$ cat src/rtl/display_value_formatter.sv
// display_value_formatter: turns a 16-bit debug value into four 4-bit digit
// codes for seven_segment_driver. It supports a hex mode and a decimal mode.
// Decimal mode uses a double-dabble engine that converts one bit per cycle.
// The input is resampled on a period timer or on request, and dig/ovf change
// only on the update_done cycle.
module display_value_formatter #(
   parameter int unsigned SAMPLE_CYCLES = 10_000_000
) (
   input  logic        clk,
   input  logic        reset_n,
   input  logic [15:0] value,
   input  logic        dec_mode,
   input  logic        update_req,
   output logic [3:0]  dig [4],
   output logic        ovf,
   output logic        busy,
   output logic        update_done
);

   localparam int unsigned CNT_W = $clog2(SAMPLE_CYCLES);

   typedef enum logic [1:0] {IDLE, CONVERT, COMMIT} state_t;

   state_t            state_q, state_d;
   logic [CNT_W-1:0]  timer_q;
   logic              sample_tick;
   logic              capture;
   logic              dec_load;
   logic              hex_load;
   logic              last_iter;
   logic [31:0]       work_q, work_d;
   logic [15:0]       bcd_adj;
   logic              over_q, over_d;
   logic [3:0]        bit_cnt_q;
   logic [15:0]       val_q;
   logic [15:0]       dec_digits;
   logic              dec_ovf;

   assign sample_tick = (timer_q == CNT_W'(SAMPLE_CYCLES - 1));
   assign capture     = (sample_tick | update_req) && (state_q == IDLE);

   // Sample period timer: free-running, wraps on its tick, restarts on every capture
   always_ff @(posedge clk) begin
      if (!reset_n)
         timer_q <= '0;
      else if (capture || sample_tick)
         timer_q <= '0;
      else
         timer_q <= timer_q + CNT_W'(1);
   end

   // FSM state register
   always_ff @(posedge clk) begin
      if (!reset_n)
         state_q <= IDLE;
      else
         state_q <= state_d;
   end

   // FSM next-state logic
   always_comb begin
      state_d = state_q;
      case (state_q)
         IDLE:    if (capture && dec_mode) state_d = CONVERT;
         CONVERT: if (bit_cnt_q == 4'd15) state_d = COMMIT;
         COMMIT:  state_d = IDLE;
         default: state_d = IDLE;
      endcase
   end

   // FSM output decode
   always_comb begin
      busy      = (state_q == CONVERT);
      last_iter = (state_q == CONVERT) && (bit_cnt_q == 4'd15);
      dec_load  = capture && dec_mode;
      hex_load  = capture && !dec_mode;
   end

   // One double-dabble step: add 3 to every BCD nibble >= 5, then shift left
   always_comb begin
      bcd_adj = work_q[31:16];
      for (int unsigned i = 0; i < 4; i++) begin
         if (work_q[16 + 4*i +: 4] >= 4'd5)
            bcd_adj[4*i +: 4] = work_q[16 + 4*i +: 4] + 4'd3;
      end
      work_d = {bcd_adj[14:0], work_q[15:0], 1'b0};
      over_d = over_q | bcd_adj[15];
   end

   // The commit values come from the final step's result, so dig is loaded on the
   // same edge that enters COMMIT and becomes visible together with update_done.
   always_comb begin
      if (over_d || (val_q > 16'd9999)) begin
         dec_digits = 16'h9999;
         dec_ovf    = 1'b1;
      end else begin
         dec_digits = work_d[31:16];
         dec_ovf    = 1'b0;
      end
   end

   // Datapath: input latch, conversion register, and committed display outputs
   always_ff @(posedge clk) begin
      if (!reset_n) begin
         work_q      <= '0;
         over_q      <= 1'b0;
         bit_cnt_q   <= '0;
         val_q       <= '0;
         ovf         <= 1'b0;
         update_done <= 1'b0;
         for (int unsigned i = 0; i < 4; i++) dig[i] <= '0;
      end else begin
         update_done <= 1'b0;
         if (capture) val_q <= value;
         if (dec_load) begin
            work_q    <= {16'h0000, value};
            over_q    <= 1'b0;
            bit_cnt_q <= '0;
         end
         if (hex_load) begin
            for (int unsigned i = 0; i < 4; i++) dig[i] <= value[4*i +: 4];
            ovf         <= 1'b0;
            update_done <= 1'b1;
         end
         if (busy) begin
            work_q    <= work_d;
            over_q    <= over_d;
            bit_cnt_q <= bit_cnt_q + 4'd1;
         end
         if (last_iter) begin
            for (int unsigned i = 0; i < 4; i++) dig[i] <= dec_digits[4*i +: 4];
            ovf         <= dec_ovf;
            update_done <= 1'b1;
         end
      end
   end

endmodule

$ cat config.mk
export PLATFORM = sky130hd
export DESIGN_NAME = display_value_formatter
export DESIGN_NICKNAME = d
export VERILOG_FILES = /design/src/rtl/display_value_formatter.sv
export SDC_FILE = /design/constraint.sdc
export NUM_CORES = 1
export LEC_CHECK = 0
export ABC_AREA = 1
export BUFFER_PORTS_ARGS = -buffer_cell sky130_fd_sc_hd__buf_4
export CAP_MARGIN = 15
export CORE_ASPECT_RATIO = 0.75
export CORE_MARGIN = 4
export CORE_UTILIZATION = 40
export CTS_BUF_LIST = sky130_fd_sc_hd__clkbuf_4 sky130_fd_sc_hd__clkbuf_8
export CTS_CLUSTER_DIAMETER = 120
export DETAILED_ROUTE_END_ITERATION = 10
export PLACE_DENSITY_LB_ADDON = 0.05
export RECOVER_POWER = 25
export SYNTH_ARGS = -nofsm -noshare
export SYNTH_HDL_FRONTEND = slang
export SYNTH_SLANG_ARGS = --single-unit
export TNS_END_PERCENT = 5
$ cat constraint.sdc
create_clock -name clk -period 2.32 [get_ports clk]
set_clock_uncertainty 0.2 [all_clocks]
set_input_delay 0.464 -clock clk [delete_from_list [all_inputs] [get_ports clk]]
set_output_delay 0.464 -clock clk [all_outputs]
set_load 0.1 [all_outputs]
==> flow_metrics.py, run 1 <==
metrics = {
    "clock_network": {
        "cts_root_buf": "clkbuf_8",
        "cts_hold_buf": 0,
        "insertion_delay_ns": 0.36,
        "cts_tree": "yes",
        "cts_resized": 0,
        "cts.clk_slew.worst_paths_ns": 0.09,
        "cts_max_level": 3,
        "cts_buffer_depth": 2,
        "cts_buffers": 9,
        "cts.sinks": 93,
        "post_cts_buffers": 0,
    },
    "status": {
        "status": "completed",
    },
    "die": {
        "io_pins": 39,
        "fp-row-count": 34,
        "initial_core_util_pct": 41.1,
        "core_um2": 11700,
        "die_w_um": 134,
        "die_y_um": 103,
        "dieArea_um2": 13800,
    },
    "synth": {
        "synthTopCellsByCount": "nand2_1, nor2_1, dfxtp_1, inv_1, nand3_1",
        "yosysWarnings": 0,
        "avgSynthCellArea_um2": 6.78,
        "yosysTopAreaCell": "dfxtp_1",
        "synth.distinct_cells": 33,
        "synth_seq_area_share_pct": 38.9,
        "yosys-top-cells-area": "dfxtp_1, nand2_1, nor2_1",
        "synth_top_area_share_pct": 38.9,
        "netlist_area_um2": 4790,
        "synth-edff-count": 0,
        "yosysMostFrequentCell": "nand2_1",
        "ys.flop_type": "dfxtp_1",
        "async_flop_share_pct": 0,
        "syn_inst": 706,
        "synth_seq_cells": 93,
        "synth_nets": 736,
    },
    "placement": {
        "dp_slack_ns": 0.200,
        "dpl.cell_count": 896,
        "numPortBuffers": 38,
        "gp_congestion": 0.860,
        "dp_hpwl_um": 9980,
    },
    "layout": {
        "drive_gt1_share_pct": 13.9,
        "num_antenna_cells": 0,
        "register_area_um2": 1860,
        "num-nets-final": 775,
        "area_growth_pct": 13.8,
        "fin_cells": 912,
        "fillers": 1236,
        "multiInputGateArea_um2": 2490,
    },
    "flow_run": {
        "drv_cap": 0,
    },
    "pwr": {
        "leakagePower_nw": 2.32,
        "clkPwrFrac_pct": 34.3,
        "p_per_area_nw_per_um2": 604,
        "power.internal_w": 0.00232,
        "seqPwrFrac_pct": 51.0,
        "peakVddDrop_uv": 237,
        "p_comb_share_pct": 14.7,
        "switching_share_pct": 29.6,
        "finalPower_w": 0.00329,
        "power_switching_w": 0.000975,
    },
    "critical_path": {
        "crit_arrival_ns": 2.18,
        "crit_required_ns": 2.41,
        "crit_type": "flip-flop to flip-flop",
        "critPathMaxFanout": 13,
        "start_kind": "flip-flop",
        "cp-end-kind": "flip-flop",
    },
    "drt": {
        "postRouteAntennaNets": 0,
        "dr.pass1.iters": 5,
        "remaining_drc_errors": 0,
        "drt-total-wl_um": 13500,
        "via_per_inst": 4.97,
        "wl_per_cell_um": 14.8,
        "vias": 4530,
        "drtIter0Drc": 385,
    },
    "sta": {
        "finalCriticalPeriod_ns": 2.09,
        "rsz0062_at_grt": "false",
        "final-hold-violation-count": 0,
        "finalCritPeriodShare_pct": 90.1,
        "slew_headroom_pct": 63.2,
        "fin_ws_ns": 0.229,
        "drv_slew": 0,
        "fmax_mhz": 478,
        "fin_tns_setup_ns": 0,
        "worst_slew_pin_slew_ns": 0.554,
        "setup_violations": 0,
    },
    "worst_hold_path": {
        "hp-class": "input port to flip-flop",
    },
    "global_routing": {
        "antenna_found_initial": 0,
        "first_global_vias": 3985,
        "grt.overflow.total": 0,
        "grtUsageTotal_pct": 20.0,
        "grt_pass1_wl_um": 21500,
        "grt_max_degree": 27,
    },
}
## cell usage in the layout (no fill, tap or decap), types with 2 or more instances in the layout
master      count
inv_1          70
nand4_1        28
xor2_1          6
o21ai_0        27
dfxtp_1        93
nor4_1          3
nand2_1       163
nor3_1          7
a21oi_1        51
clkinvlp_4      2
nand2_2         4
nand3_1        63
buf_4          38
or2_2           9
nor3b_1         3
xnor2_1         6
o21a_1          2
nor2_2          4
clkbuf_2       20
nand2_4         2
nand3b_1        5
inv_2           4
clkbuf_8       10
nor2_1        106
ha_1           10
nand3_4         2
## layer usage
layer / track usage [%] / part of all wire [%]
met1: 30.6 / 52
met5: 0 / 0
met4: 5.16 / 1.5
met2: 28.5 / 41
met3: 3.95 / 4.8
## logic make-up after synthesis
kind of cell             synth area share (%)
flip-flops                               38.9
AND/OR/NAND/NOR                          38.4
adder cells (fa/ha/maj)                  2.61
XOR/XNOR                                 2.20
AO/OA/AOI/OAI                            8.86
buffers and inverters                    9.05
## layout make-up
class	count	share of cell area (%)
inverter	74	5.10
clock buffer	11	2.67
sequential	93	34.2
multi-input combinational	508	45.8
clock inverter	5	1.08
timing repair buffer	59	7.44
tap	162	3.72
## critical path, cell delays in order, from the launching register on
cell and delay (ns):
dfxtp_1 0.33, ha_1 0.22, nand2_2 0.12, nor2_8 0.04, nand2_4 0.07, nor2_4 0.05, nand2_4 0.09, nand2_8 0.10
nand2_2 0.09, nand3_2 0.26, buf_12 0.26, nor3b_1 0.18
## flip-flops by register name (all words and copies together), names as in the netlist
register	count
dig	16
work_q	32
ovf	1
bit_cnt_q	4
over_q	1
update_done	1
timer_q	24
state_q	2
val_q	12
## power by group through the flow
stage / registers (W) / clock network, W / logic [W]
floorplan: 0.00183 / 0 / 0.000229
global placement: 0.00172 / 0 / 0.000490
detailed placement: 0.00172 / 0 / 0.000495
CTS: 0.00168 / 0.00117 / 0.000496
global route: 0.00169 / 0.00124 / 0.000526
finish: 0.00168 / 0.00113 / 0.000483
## through the flow
step	utilization [%]	hold WS [ns]	area [um^2]
2_1_floorplan	-	0.218	4790
3_3_place_gp	45.4	0.229	5290
3_5_place_dp	45.4	0.240	5290
4_1_cts	47.1	0.135	5500
5_1_grt	46.7	0.140	5450
6_report	46.7	0.163	5450
## path summary, 6_finish.rpt
check                           slack (ns)          to  startpoint  cells after the start
worst max-delay path                  0.23  timer_q[2]  timer_q[0]                     11
worst min-delay path                  0.16   work_q[0]    value[0]                      3
worst max register to register        0.23  timer_q[2]  timer_q[0]                     11
worst min register to register        0.25  timer_q[0]  timer_q[0]                      1
No activity file was read; power rests on OpenSTA's default activity.
==> inputs of run 2 (changes only) <==
- REMOVE_ABC_BUFFERS: default -> 1
==> run 2 against run 1 <==
  * Core utilization grew 0.31 points
  * Total power grew 5.9%
  * First-iteration DRC count grew 0.52%
  * Critical path depth is the same
  * Worst hold slack lost 0.0069 ns
  * Die area is the same
  * Via count grew 0.93%
  * Register-to-register slack gained 0.02 ns
  * Cell area grew 0.67%
  * Sequential power is essentially flat
  * Critical path type unchanged
  * Largest cell class unchanged
  * Highest routed layer unchanged
==> flow_metrics.py, run 2 (synthesis gave the netlist of run 1 again) <==
metrics = {
    "status": {
        "status": "completed",
    },
    "layout": {
        "final_common_cell": "nand2_1",
        "final_cell_mix": "nand2_1, nor2_1, dfxtp_1",
        "final_core_util_pct": 47.0,
        "fillers": 1226,
        "drive_gt1_share_pct": 13.6,
        "area_growth_pct": 14.5,
        "reg_top3": "work_q x32, timer_q x24, dig x16",
        "regMostFlops": "work_q",
        "num_antenna_cells": 0,
        "num-nets-final": 773,
        "largest_reg_flops": 32,
    },
    "placement": {
        "dp_hpwl_um": 9710,
        "dp_slack_ns": 0.255,
        "gp_congestion": 0.852,
        "numPortBuffers": 38,
    },
    "sta": {
        "finalCriticalPeriod_ns": 2.07,
        "final-hold-violation-count": 0,
        "slew_headroom_pct": 62.2,
        "fmax_mhz": 483,
        "rsz0062_at_grt": "false",
        "setup_violations": 0,
        "finalCritPeriodShare_pct": 89.3,
        "worst_slew_pin_slew_ns": 0.569,
        "whs_ns": 0.156,
        "drv_slew": 0,
        "fin_ws_ns": 0.248,
    },
    "global_routing": {
        "grtUsageTotal_pct": 19.5,
        "grt_pass1_wl_um": 21500,
        "first_global_vias": 4113,
        "grt_max_degree": 28,
        "grt.overflow.total": 0,
        "antenna_found_initial": 0,
    },
    "clock_network": {
        "insertion_delay_ns": 0.36,
        "cts_root_buf": "clkbuf_8",
        "cts_hold_buf": 0,
        "cts_buffer_depth": 2,
        "cts.sinks": 93,
        "cts_tree": "yes",
        "cts.clk_slew.worst_paths_ns": 0.09,
        "cts_max_level": 3,
        "cts_buffers": 9,
    },
    "die": {
        "dieArea_um2": 13800,
        "core_um2": 11700,
        "fp-row-count": 34,
        "initial_core_util_pct": 41.1,
        "io_pins": 39,
        "die_y_um": 103,
        "die_w_um": 134,
    },
    "pwr": {
        "p_per_area_nw_per_um2": 636,
        "peakVddDrop_uv": 340,
        "finalPower_w": 0.00349,
        "leakagePower_nw": 2.34,
    },
    "drt": {
        "via_per_inst": 5.02,
        "remaining_drc_errors": 0,
        "wl_per_cell_um": 14.2,
        "dr.pass1.iters": 5,
        "postRouteAntennaNets": 0,
        "drtIter0Drc": 387,
        "vias": 4572,
        "drt-total-wl_um": 13000,
    },
    "worst_hold_path": {
        "hp-class": "input port to flip-flop",
    },
    "critical_path": {
        "critPathMaxFanout": 14,
        "crit_required_ns": 2.40,
        "start_kind": "flip-flop",
        "cp-end-kind": "flip-flop",
        "crit_arrival_ns": 2.15,
        "crit_type": "flip-flop to flip-flop",
    },
    "flow_run": {
        "drv_cap": 0,
    },
}
-- run 2: cell types whose count changed in the layout (fill, tap and decap cells not counted) --
cell / delta
bufinv_16: +2
clkinvlp_4: -2
buf_4: -1
clkbuf_2: -1
clkbuf_4: +1
inv_6: -1
nor2_2: -1
nor2_4: +1
o21ai_0: -1
o21ai_1: +1
-- run 2: worst paths after layout --
path	cells after the start	slack (ns)	endpoint	start
setup reg to reg	11	0.25	timer_q[13]	timer_q[0]
hold reg to reg	1	0.25	timer_q[0]	timer_q[0]
setup / recovery	11	0.25	timer_q[13]	timer_q[0]
hold / removal	3	0.16	work_q[0]	value[0]
-- run 2: critical path, cell delays in order (launching register included) --
cell     delay, ns
dfxtp_1       0.33
ha_1          0.22
nand2_2       0.12
nor2_8        0.04
nand2_4       0.07
nor2_4        0.04
nand2_4       0.09
nand2_8       0.07
nand2_2       0.08
nand3_2       0.28
buf_4         0.27
nor3_1        0.18
-- run 2: final cells by class --
type / instances / area, um^2 / area share [%]
Timing Repair Buffer: 57 / 393 / 7.17
Inverter: 74 / 278 / 5.07
Sequential cell: 93 / 1860 / 34.0
Clock buffer: 12 / 153 / 2.78
Clock inverter: 4 / 95.1 / 1.73
Tap cell: 162 / 203 / 3.70
Multi-Input combinational cell: 508 / 2500 / 45.6
-- run 2: repair_timing --
item / CTS / global route
setup buffers: 0 / 0
gates resized for setup: 0 / 2
hold endpoints to repair: 0 / 0
setup endpoints to repair: 0 / 11
-- run 2: per-stage QoR --
stage / instance area [um^2] / setup TNS, ns / cells
after floorplan: 4630 / -128.29 / 675
after global placement: 5280 / 0 / 894
after detailed placement: 5280 / 0 / 894
after CTS: 5520 / 0 / 910
after global routing: 5480 / 0 / 910
final: 5480 / 0 / 910
-- run 2: report_power, final --
group          internal (W)  switching, W  leakage, nW
Sequential          0.00165     0.0000296        0.756
Combinational      0.000121      0.000352         1.46
Clock              0.000769      0.000567        0.127
-- run 2: per-layer routing --
| layer | share of wire (%) | routed length (um) | global-route usage, % | up-vias |
|---|---|---|---|---|
| met5 | 0 | 0 | 0 | - |
| li1 | - | - | - | 2342 |
| met4 | 0.79 | 102 | 4.38 | 0 |
| met3 | 5.3 | 690 | 3.95 | 12 |
| met2 | 40 | 5160 | 27.3 | 113 |
| met1 | 54 | 7020 | 30.5 | 2105 |
==> inputs of run 3 (changes only) <==
- ABC_CLOCK_PERIOD_IN_PS: default -> 2320
- PLACE_DENSITY_LB_ADDON: 0.05 -> 0.3
==> run 3 against run 2 <==
  * Critical path depth down 7
  * Combinational power down 0.8%
  * Core utilization down 0.60 points
  * Die area unchanged
  * Critical endpoint is now busy
==> flow_metrics.py, run 3 (synthesis gave the netlist of run 1 again) <==
metrics = {
    "layout": {
        "final_cell_mix": "nand2_1, nor2_1, dfxtp_1",
        "largest_reg_flops": 32,
        "final_core_util_pct": 46.4,
        "register_area_um2": 1860,
        "drive_gt1_share_pct": 12.7,
        "fillers": 1216,
        "multiInputGateArea_um2": 2500,
        "final_common_cell": "nand2_1",
        "reg_top3": "work_q x32, timer_q x24, dig x16",
        "num-nets-final": 765,
        "fin_cells": 902,
        "regMostFlops": "work_q",
        "num_antenna_cells": 0,
        "area_growth_pct": 13.1,
    },
    "placement": {
        "gp_congestion": 0.889,
        "dpl.cell_count": 886,
        "numPortBuffers": 38,
        "dp_hpwl_um": 8740,
    },
    "drt": {
        "postRouteAntennaNets": 0,
        "drtIter0Drc": 472,
        "wl_per_cell_um": 13.4,
        "remaining_drc_errors": 0,
        "via_per_inst": 5.05,
        "dr.pass1.iters": 5,
        "drt-total-wl_um": 12100,
        "vias": 4557,
    },
    "sta": {
        "drv_slew": 0,
        "rsz0062_at_grt": "false",
        "finalCritPeriodShare_pct": 93.3,
        "finalCriticalPeriod_ns": 2.17,
        "slew_headroom_pct": 63.4,
        "setup_violations": 0,
        "fin_tns_setup_ns": 0,
        "worst_slew_pin_slew_ns": 0.551,
        "final-hold-violation-count": 0,
        "fmax_mhz": 462,
    },
    "critical_path": {
        "start_kind": "flip-flop",
        "max_stage_delay_ns": 0.34,
        "crit_arrival_ns": 1.50,
        "cp-end-kind": "primary output",
        "cp_cell_sequence": "inv_1 -> nor2_2 -> buf_12 -> buf_4",
        "crit_required_ns": 1.66,
        "critPathMaxFanout": 37,
        "crit_type": "flip-flop to primary output",
        "crit_slowest_cell": "dfxtp_1",
    },
    "global_routing": {
        "grt_max_degree": 38,
        "first_global_vias": 4028,
        "grt.overflow.total": 0,
        "antenna_found_initial": 0,
        "grtUsageTotal_pct": 17.9,
        "grt_pass1_wl_um": 19800,
    },
    "clock_network": {
        "cts_max_level": 3,
        "cts_buffer_depth": 2,
        "cts_hold_buf": 0,
        "cts_tree": "yes",
        "cts_buffers": 9,
        "insertion_delay_ns": 0.37,
        "cts_root_buf": "clkbuf_8",
        "cts.sinks": 93,
        "post_cts_buffers": 0,
        "cts_resized": 0,
        "cts.clk_slew.worst_paths_ns": 0.10,
    },
    "die": {
        "io_pins": 39,
        "dieArea_um2": 13800,
        "initial_core_util_pct": 41.1,
        "core_um2": 11700,
        "die_y_um": 103,
        "fp-row-count": 34,
        "die_w_um": 134,
    },
    "pwr": {
        "leakagePower_nw": 2.29,
        "p_per_area_nw_per_um2": 623,
        "peakVddDrop_uv": 295,
    },
    "worst_hold_path": {
        "hp-class": "input port to flip-flop",
    },
    "flow_run": {
        "drv_cap": 0,
    },
    "status": {
        "status": "completed",
    },
}
==> run 3: routing by layer <==
metal | share of wire, % | global-route usage [%] | vias to the layer above
li1 | - | - | 2330
met1 | 51 | 26.0 | 2076
met2 | 42 | 27.2 | 137
met3 | 5.9 | 3.85 | 14
met4 | 1.3 | 4.46 | 0
met5 | 0 | 0 | -
==> run 3: worst max-delay path, delay by kind of cell, from the launching register on <==
kind / cells / cell delay, ns
buffers and inverters: 3 / 0.61
DFF: 1 / 0.34
and+or+nand+nor: 1 / 0.16
==> run 3: final timing paths <==
kind / slack, ns / end / cells past startpoint / start
hold reg to reg: 0.25 / timer_q[0] / 1 / timer_q[0]
setup reg to reg: 0.20 / work_q[0] / 12 / timer_q[0]
hold / removal: 0.16 / work_q[0] / 3 / value[0]
setup / recovery: 0.15 / busy / 4 / state_q[0]
==> run 3: layout make-up <==
class	count	share of cell area, %
Tap cell	162	3.75
Clock buffer	9	2.29
Clock inverter	7	1.78
Sequential cell	93	34.4
Multi-Input combinational cell	508	46.2
Inverter	74	5.13
Timing Repair Buffer	49	6.43
==> run 3: through the flow <==
step | instance area, um^2 | hold WS [ns] | power [W] | setup WS [ns]
2_1_floorplan | 4630 | 0.218 | 0.00202 | -3.24
3_3_place_gp | 5230 | 0.228 | 0.00218 | 0.207
3_5_place_dp | 5230 | 0.245 | 0.00219 | 0.129
4_1_cts | 5450 | 0.154 | 0.00342 | 0.118
5_1_grt | 5410 | 0.159 | 0.00351 | 0.0126
6_report | 5410 | 0.161 | 0.00337 | 0.155
==> run 3: power by group <==
part | switching, W | internal [W] | total (W)
sequential | 0.0000288 | 0.00165 | 0.00168
combinational | 0.000348 | 0.000121 | 0.000469
clock | 0.000610 | 0.000613 | 0.00122
total | 0.000987 | 0.00238 | 0.00337
